`config.mk`:
```
export PLATFORM = sky130hd
export DESIGN_NAME = nand4_sweep_ctrl
export DESIGN_NICKNAME = d
export VERILOG_FILES = /design/src/rtl/nand4_sweep_ctrl.sv
export SDC_FILE = /design/constraint.sdc
export NUM_CORES = 1
export LEC_CHECK = 0
export ABC_AREA = 1
export ABC_CLOCK_PERIOD_IN_PS = 6000
export BUFFER_PORTS_ARGS = -buffer_cell sky130_fd_sc_hd__buf_4
export CORE_ASPECT_RATIO = 2
export CORE_MARGIN = 1.5
export CORE_UTILIZATION = 55
export CTS_BUF_LIST = sky130_fd_sc_hd__clkbuf_16
export CTS_CLUSTER_DIAMETER = 200
export DETAILED_ROUTE_END_ITERATION = 10
export PLACE_DENSITY = 0.78
export SLEW_MARGIN = 20
export SYNTH_ARGS = -nofsm -noshare
export SYNTH_HDL_FRONTEND = slang
export SYNTH_SLANG_ARGS = --single-unit
```
`constraint.sdc`:
```
create_clock -name clk -period 6 [get_ports clk]
set_input_delay 0.3 -clock clk [delete_from_list [all_inputs] [get_ports clk]]
set_output_delay 0.3 -clock clk [all_outputs]
set_load 0.01 [all_outputs]
```
`src/rtl/nand4_sweep_ctrl.sv`:
```
// Purpose: sequences all 16 input vectors into a 4-input NAND under test and self-checks its output.
// Latency: start accepted at edge N -> DONE entered at edge N+16*HOLD_CYCLES, done pulses the cycle after.
// Backpressure: none; start is only honoured in IDLE, and is dropped (not queued) while sweeping.
//
// Ports:
//   clk, rst_n        clock (rising edge) and asynchronous active-low reset
//   start             sweep request, accepted only in IDLE
//   dut_y             output of the gate under test, assumed synchronous to clk
//   a, b, c, d        gate inputs, registered copy of vec_idx (a = bit 3, d = bit 0)
//   vec_idx           current vector {a,b,c,d}
//   busy, done        sweep in progress / one-cycle end-of-sweep pulse
//   pass              last sweep saw zero mismatches; held until the next accepted start
//   err_cnt           mismatch count 0..16 (5 bits so 16 does not wrap)
//   first_err_valid   at least one mismatch seen in this sweep
//   first_err_vec     vector at which the first mismatch was seen
module nand4_sweep_ctrl #(
    parameter int HOLD_CYCLES   = 4,
    parameter int SETTLE_CYCLES = 1
) (
    input  logic       clk,
    input  logic       rst_n,
    input  logic       start,
    input  logic       dut_y,
    output logic       a,
    output logic       b,
    output logic       c,
    output logic       d,
    output logic [3:0] vec_idx,
    output logic       busy,
    output logic       done,
    output logic       pass,
    output logic [4:0] err_cnt,
    output logic       first_err_valid,
    output logic [3:0] first_err_vec
);

    localparam logic [1:0] ST_IDLE = 2'd0;
    localparam logic [1:0] ST_RUN  = 2'd1;
    localparam logic [1:0] ST_DONE = 2'd2;

    localparam logic [7:0] HOLD_LAST = 8'(HOLD_CYCLES - 1);
    localparam logic [7:0] SAMPLE_AT = 8'(SETTLE_CYCLES);

    logic [1:0] state;
    logic [3:0] vec;
    logic [7:0] hold_cnt;

    // Decoded events for the current cycle.
    logic       in_run;
    logic       sample_edge;
    logic       vec_end;
    logic       last_vec;
    logic       expected_y;
    logic       mismatch;
    logic [4:0] err_cnt_upd;

    always_comb begin
        in_run      = (state == ST_RUN);
        sample_edge = in_run && (hold_cnt == SAMPLE_AT);
        vec_end     = in_run && (hold_cnt == HOLD_LAST);
        last_vec    = (vec == 4'hF);
        expected_y  = ~(&vec);
        mismatch    = sample_edge && (dut_y != expected_y);
        // The sample edge may coincide with the end-of-vector edge when
        // SETTLE_CYCLES == HOLD_CYCLES-1, so pass is judged on the updated count.
        err_cnt_upd = err_cnt + 5'(mismatch);
    end

    always_ff @(posedge clk or negedge rst_n) begin
        if (!rst_n) begin
            state           <= ST_IDLE;
            vec             <= 4'd0;
            hold_cnt        <= 8'd0;
            busy            <= 1'b0;
            done            <= 1'b0;
            pass            <= 1'b0;
            err_cnt         <= 5'd0;
            first_err_valid <= 1'b0;
            first_err_vec   <= 4'd0;
        end else begin
            case (state)
                ST_IDLE: begin
                    // vec keeps its last driven value while idle.
                    done <= 1'b0;
                    if (start) begin
                        state           <= ST_RUN;
                        vec             <= 4'd0;
                        hold_cnt        <= 8'd0;
                        busy            <= 1'b1;
                        pass            <= 1'b0;
                        err_cnt         <= 5'd0;
                        first_err_valid <= 1'b0;
                        first_err_vec   <= 4'd0;
                    end
                end

                ST_RUN: begin
                    if (mismatch) begin
                        err_cnt <= err_cnt_upd;
                        if (!first_err_valid) begin
                            first_err_valid <= 1'b1;
                            first_err_vec   <= vec;
                        end
                    end

                    if (vec_end) begin
                        if (last_vec) begin
                            // Vector 1111 stays on the gate inputs after the sweep.
                            state    <= ST_DONE;
                            busy     <= 1'b0;
                            done     <= 1'b1;
                            pass     <= (err_cnt_upd == 5'd0);
                            hold_cnt <= 8'd0;
                        end else begin
                            vec      <= vec + 4'd1;
                            hold_cnt <= 8'd0;
                        end
                    end else begin
                        hold_cnt <= hold_cnt + 8'd1;
                    end
                end

                ST_DONE: begin
                    // One-cycle pulse; a start seen here is deliberately dropped.
                    state <= ST_IDLE;
                    done  <= 1'b0;
                end

                default: begin
                    state <= ST_IDLE;
                    busy  <= 1'b0;
                    done  <= 1'b0;
                end
            endcase
        end
    end

    assign vec_idx = vec;
    assign a       = vec[3];
    assign b       = vec[2];
    assign c       = vec[1];
    assign d       = vec[0];

endmodule

```
After elaboration in Yosys (flattened, before gate mapping)
Index checks and enable logic that the tools add are counted.

Multiplexer cells: 30. Equality and inequality tests: 12. $add $sub $neg: 3. Reductions and logical operators: 15. Bitwise operators: 2.

Operators by type and width (count): two-way mux 4 bit (5); AND reduction 4 bit (5); two-way mux 8 bit (2); case mux 4 bit (2 select lines) (2); case mux 8 bit (2 select lines) (1); two-way mux 1 bit (10); two-way mux 5 bit (2); case mux 5 bit (2 select lines) (1); adder 8 x 1 -> 8 bit, second input constant (1); equality test 8 x 1 -> 1 bit, second input constant (1); equality test 8 x 2 -> 1 bit, second input constant (1); two-way mux 2 bit (3); != test 2 x 1 -> 1 bit, second input constant (3); != test 2 bit, second input constant (3); AND reduction 3 bit (2); adder 5 x 1 -> 5 bit (1); zero test 5 bit (1); adder 4 x 1 -> 4 bit, second input constant (1); equality test 4 bit, second input constant (1); case mux 1 bit (2 select lines) (2); case mux 2 bit (2 select lines) (1); AND reduction 2 bit (2); logical AND 1 bit (3); case mux 1 bit (3 select lines) (1); other kinds (6) (7).

Output and inout port bits: 21. Logic and storage cells: 71. Flip-flop bits (word level): 27.

Depth between registers and ports, before layout
Depth after elaboration: 9. Mapped depth: 13. Mapped depth without buffers: 13.

Least setup slack after synthesis
No wires, ideal clock.

Kind: register to register. Start point: reg vec[0] (netlist: vec_idx[0]). End point: reg pass. Data required time: 5.880 ns. Stages on the path, launching flop included: 14. Library setup time: 0.120 ns. Clock period less this slack: 2.085 ns. Arrival: 1.964 ns. Path slack: 3.915 ns. Cells stage by stage: dfrtp_1 ha_1 nand3_2 nand2_2 nand2_2 nand3_4 inv_2 ha_1 ha_1 nand3_1 xor2_1 nor2_1 nand3_1 nand2_1.

Longest elaborated chain between the ends: 9. Elaborated cells on any way between the ends: 12.

RTL lines: start: declaration (RTL line 45) `logic [3:0] vec;`; start signal: assignment (RTL line 115) `vec <= vec + 4'd1;`; AND reduction 4 bit (RTL line 62) `expected_y = ~(&vec);`; NOT 1 bit (RTL line 62); != test 1 bit (RTL line 63) `mismatch = sample_edge && (dut_y != expected_y);`; logical AND 1 bit (RTL line 63); adder 5 x 1 -> 5 bit (RTL line 66) `err_cnt_upd = err_cnt + 5'(mismatch);`; zero test 5 bit (RTL line 112) `pass <= (err_cnt_upd == 5'd0);`; two-way mux 1 bit (RTL line 107) `if (last_vec) begin`; two-way mux 1 bit (RTL line 106) `if (vec_end) begin`; case mux 1 bit (2 select lines) (RTL line 81) `case (state)`; end signal: assignment (RTL line 112); end: declaration (RTL line 31) `output logic pass,`.

Several ways; a longest one is shown, not always the timed one. The select of a mux whose other input is x is not followed. A chain may end at the register's enable or synchronous reset.

Worst setup path after layout
Same ends and word-level chain as after synthesis.

==> flow_summary.ini <==
[status]
run_status = finished clean

[synthesis]
syn_inst = 179
post_synth_num_cell_types = 31
synthesis.nets = 188
synth.largest_area_cell = sky130_fd_sc_hd__dfrtp_1
synth.area.top_cells = sky130_fd_sc_hd__dfrtp_1 44%, sky130_fd_sc_hd__nand2_1 10%, sky130_fd_sc_hd__nand3_1 5.2%, sky130_fd_sc_hd__ha_1 4.1%, sky130_fd_sc_hd__inv_1 3.9%
synthesis.yosys.warnings = 0
synthesis.area_sq_mm = 0.00153
synth-seq-cells = 27
netlist.area_leader.share_pct = 44.3
synth_seq_area_share_pct = 44.3
syn_area_per_cell_sq_um = 8.53

[power]
leakage_uw = 0.000961
ir_worst_vdd_mv = 0.149
power.density_mw_per_mm2 = 213

[die]
die_width_um = 40.3
dieHeight_um = 77.5
top_level_ports = 25
row_count = 26
design.die.area_sq_mm = 0.00312
core-area_sq_mm = 0.00260
initial_core_util_pct = 58.7

[placement]
routabilityCongestion = 0.852
place.detailed.hpwl_um = 2470
placement.io_buffers = 24
preCtsSetupSlack_ns = 3.76

[cts]
cts-hold-fix-buffers = 1
cts_setup_buffers = 0
quantity_of_gates_resized_following_cts = 0
ctsLongestPathBuffers = 2
worst_setup_hold_path_clk_slew_ns = 0.06
clock_tree.htree_level_count = 1
tritoncts.num_buffers = 3
worst_skew_pair.late_latency_ns = 0.26
cts_root_buf = sky130_fd_sc_hd__clkbuf_16
cts.sinks = 27
cts_tree = built

[global_routing]
grt_antenna_before_repair = 0
gr-total-overflow = 0
grt_pass1_wl_um = 5310
first_global_vias = 1193
grt_start_max_net_pins = 28
grt_use_total_pct = 23.9

[flow_run]
drv_cap = 0

[timing]
hold_violations = 0
min_period_over_period_pct = 38.3
relSlewSlack_pct = 77.0
finalClockSkew_ns = 0.00197
worst_slew_pin_slew_ns = 0.344
fmax_mhz = 436
final_critical_path_setup_slack_ns = 3.70
timing.setup.tns_ns = 0
maxSlewViolCount = 0
final-setup-viol-count = 0
min_period_ns = 2.30
grt_setup_unrepaired = false

[cells_and_area]
n_antenna_cell = 0
postLayoutCoreUtil_pct = 68.8
nFillCells = 218
flow.area_growth_from_synthesis_pct = 17.2
final_net_count = 213
drive_gt1_share_pct = 23.6

[setup_path]
critical_path_peak_fanout = 10
worst_setup_path_start_kind = register
path_class = register to register
worstRegToRegCells = 13
critical_path.max_stage_delay_ns = 0.44
crit_path_end_kind = register
required_ns = 6.15
crit_arrival_ns = 2.44
crit_path_frequent_cell = sky130_fd_sc_hd__ha_1
critical_path_depth = 13
path_delay_family = simple AND/OR/NAND/NOR gates
critical-path-slowest-cell = sky130_fd_sc_hd__dfrtp_1
crit_buf_inv = 1
critical_path.cell_chain = ha_1, nand3_2, nand2_2, nand2_2, nand3_4, inv_2, ha_1, ha_1, nand3_1, xor2_1, nor2_1, nand3_1, nand2_1

[route]
via_count = 1253
initialDrtViolationCount = 44
drcViolationCount = 0
antenna_violating_nets_post_route = 0
post_drt_via_cell_ratio = 5.42
drt-pass1-iter-count = 4
routed_wl_um = 3340
route.detailed.wl_per_inst_um = 14.5

[hold_path]
timing.hold.worst_path_depth = 3
worst_hold_path_type = input port to register
[layer usage]
metal  track usage, %  part of all wire [%]  vias to the layer above  routed length (um)
met3             3.43                   3.1                        9                 105
met5                0                     0                        -                   0
li1                 -                     -                      624                   -
met4             10.0                   3.1                        0                 102
met2             42.7                    57                       31                1900
met1             25.4                    37                      589                1230
[flip-flops by register name, indices dropped and copies added (netlist names)]
signal / flops
vec_idx: 4
pass: 1
done: 1
err_cnt: 5
first_err_valid: 1
hold_cnt: 8
first_err_vec: 4
busy: 1
state: 2
[synth_stat cells (all sizes together)]
cell     n
and2     2
o22ai    3
o21bai   1
xnor2    1
xor2     5
inv     20
nand4    6
buf      5
nor3b    1
nor2    21
nor3     1
a21oi    1
nand2   49
or2      1
a21o     1
o31ai    1
ha       5
dfrtp   27
nand3   19
o21ai    9
[power breakdown]
| group | total [uW] | switching (uW) | internal (uW) |
|---|---|---|---|
| combinational | 36.4 | 19.1 | 17.3 |
| clock | 149 | 60.1 | 89.2 |
| sequential | 196 | 6.64 | 189 |
[worst paths after layout]
path	start	to	slack, ns
max	vec_idx[0]$_DFFE_PN0P_	pass$_DFFE_PN0P_	3.70
min	start	state[0]$_DFFE_PN0P_	0.36
max reg2reg	vec_idx[0]$_DFFE_PN0P_	pass$_DFFE_PN0P_	3.70
min reg2reg	first_err_vec[1]$_DFFE_PN0P_	first_err_vec[1]$_DFFE_PN0P_	0.47
max in group asynchronous	rst_n	vec_idx[0]$_DFFE_PN0P_	5.25
min in group asynchronous	rst_n	err_cnt[1]$_DFFE_PN0P_	0.49
[logic make-up (layout without fill, tap and decap cells)]
logic type	count (synthesis)	in the layout	synth area share, %
DFF	27	27	44.3
xor gates and xnor gates	6	6	3.44
AOI/OAI and AO/OA	16	16	6.72
and+or+nand+nor	100	100	33.7
buffers and inverters	25	49	7.79
adders and majority gates	5	5	4.10
[layout by cell type (no fill, tap or decap), drive strengths merged, types with 2 or more instances in the layout]
cell,synthesis,final
xor2,5,5
dfrtp,27,27
inv,20,21
o22ai,3,3
ha,5,5
buf,5,24
nand3,19,19
nand2,49,49
clkbuf,0,3
o21ai,9,9
nand4,6,6
nor2,21,21
and2,2,2
[cell type report]
type                            instances  area, sq um  share of cell area, %
Clock buffer                            3         75.1                   4.20
Clock inverter                          1         3.75                  0.210
Inverter                               20         77.6                   4.34
Multi-Input combinational cell        127          732                   40.9
Sequential cell                        27          676                   37.8
Tap cell                               28         35.0                   1.96
Timing Repair Buffer                   25          190                   10.6
[stage by stage]
step / hold slack [ns] / power (uW) / std cells / cell area [sq um]
after CTS: 0.359 / 383 / 231 / 1790
after global routing: 0.384 / 395 / 231 / 1790
after detailed placement: 0.231 / 236 / 226 / 1700
final: 0.357 / 382 / 231 / 1790
after global placement: 0.225 / 234 / 226 / 1700
after floorplan: 0.00441 / 215 / 179 / 1530
[worst register-to-register path, cell delays in order (launching register included)]
cell	delay, ns
sky130_fd_sc_hd__dfrtp_1	0.44
sky130_fd_sc_hd__ha_1	0.27
sky130_fd_sc_hd__nand3_2	0.16
sky130_fd_sc_hd__nand2_2	0.11
sky130_fd_sc_hd__nand2_2	0.07
sky130_fd_sc_hd__nand3_4	0.14
sky130_fd_sc_hd__inv_2	0.08
sky130_fd_sc_hd__ha_1	0.20
sky130_fd_sc_hd__ha_1	0.22
sky130_fd_sc_hd__nand3_1	0.12
sky130_fd_sc_hd__xor2_1	0.20
sky130_fd_sc_hd__nor2_1	0.07
sky130_fd_sc_hd__nand3_1	0.08
sky130_fd_sc_hd__nand2_1	0.06
(Power assumes the default switching activity.)
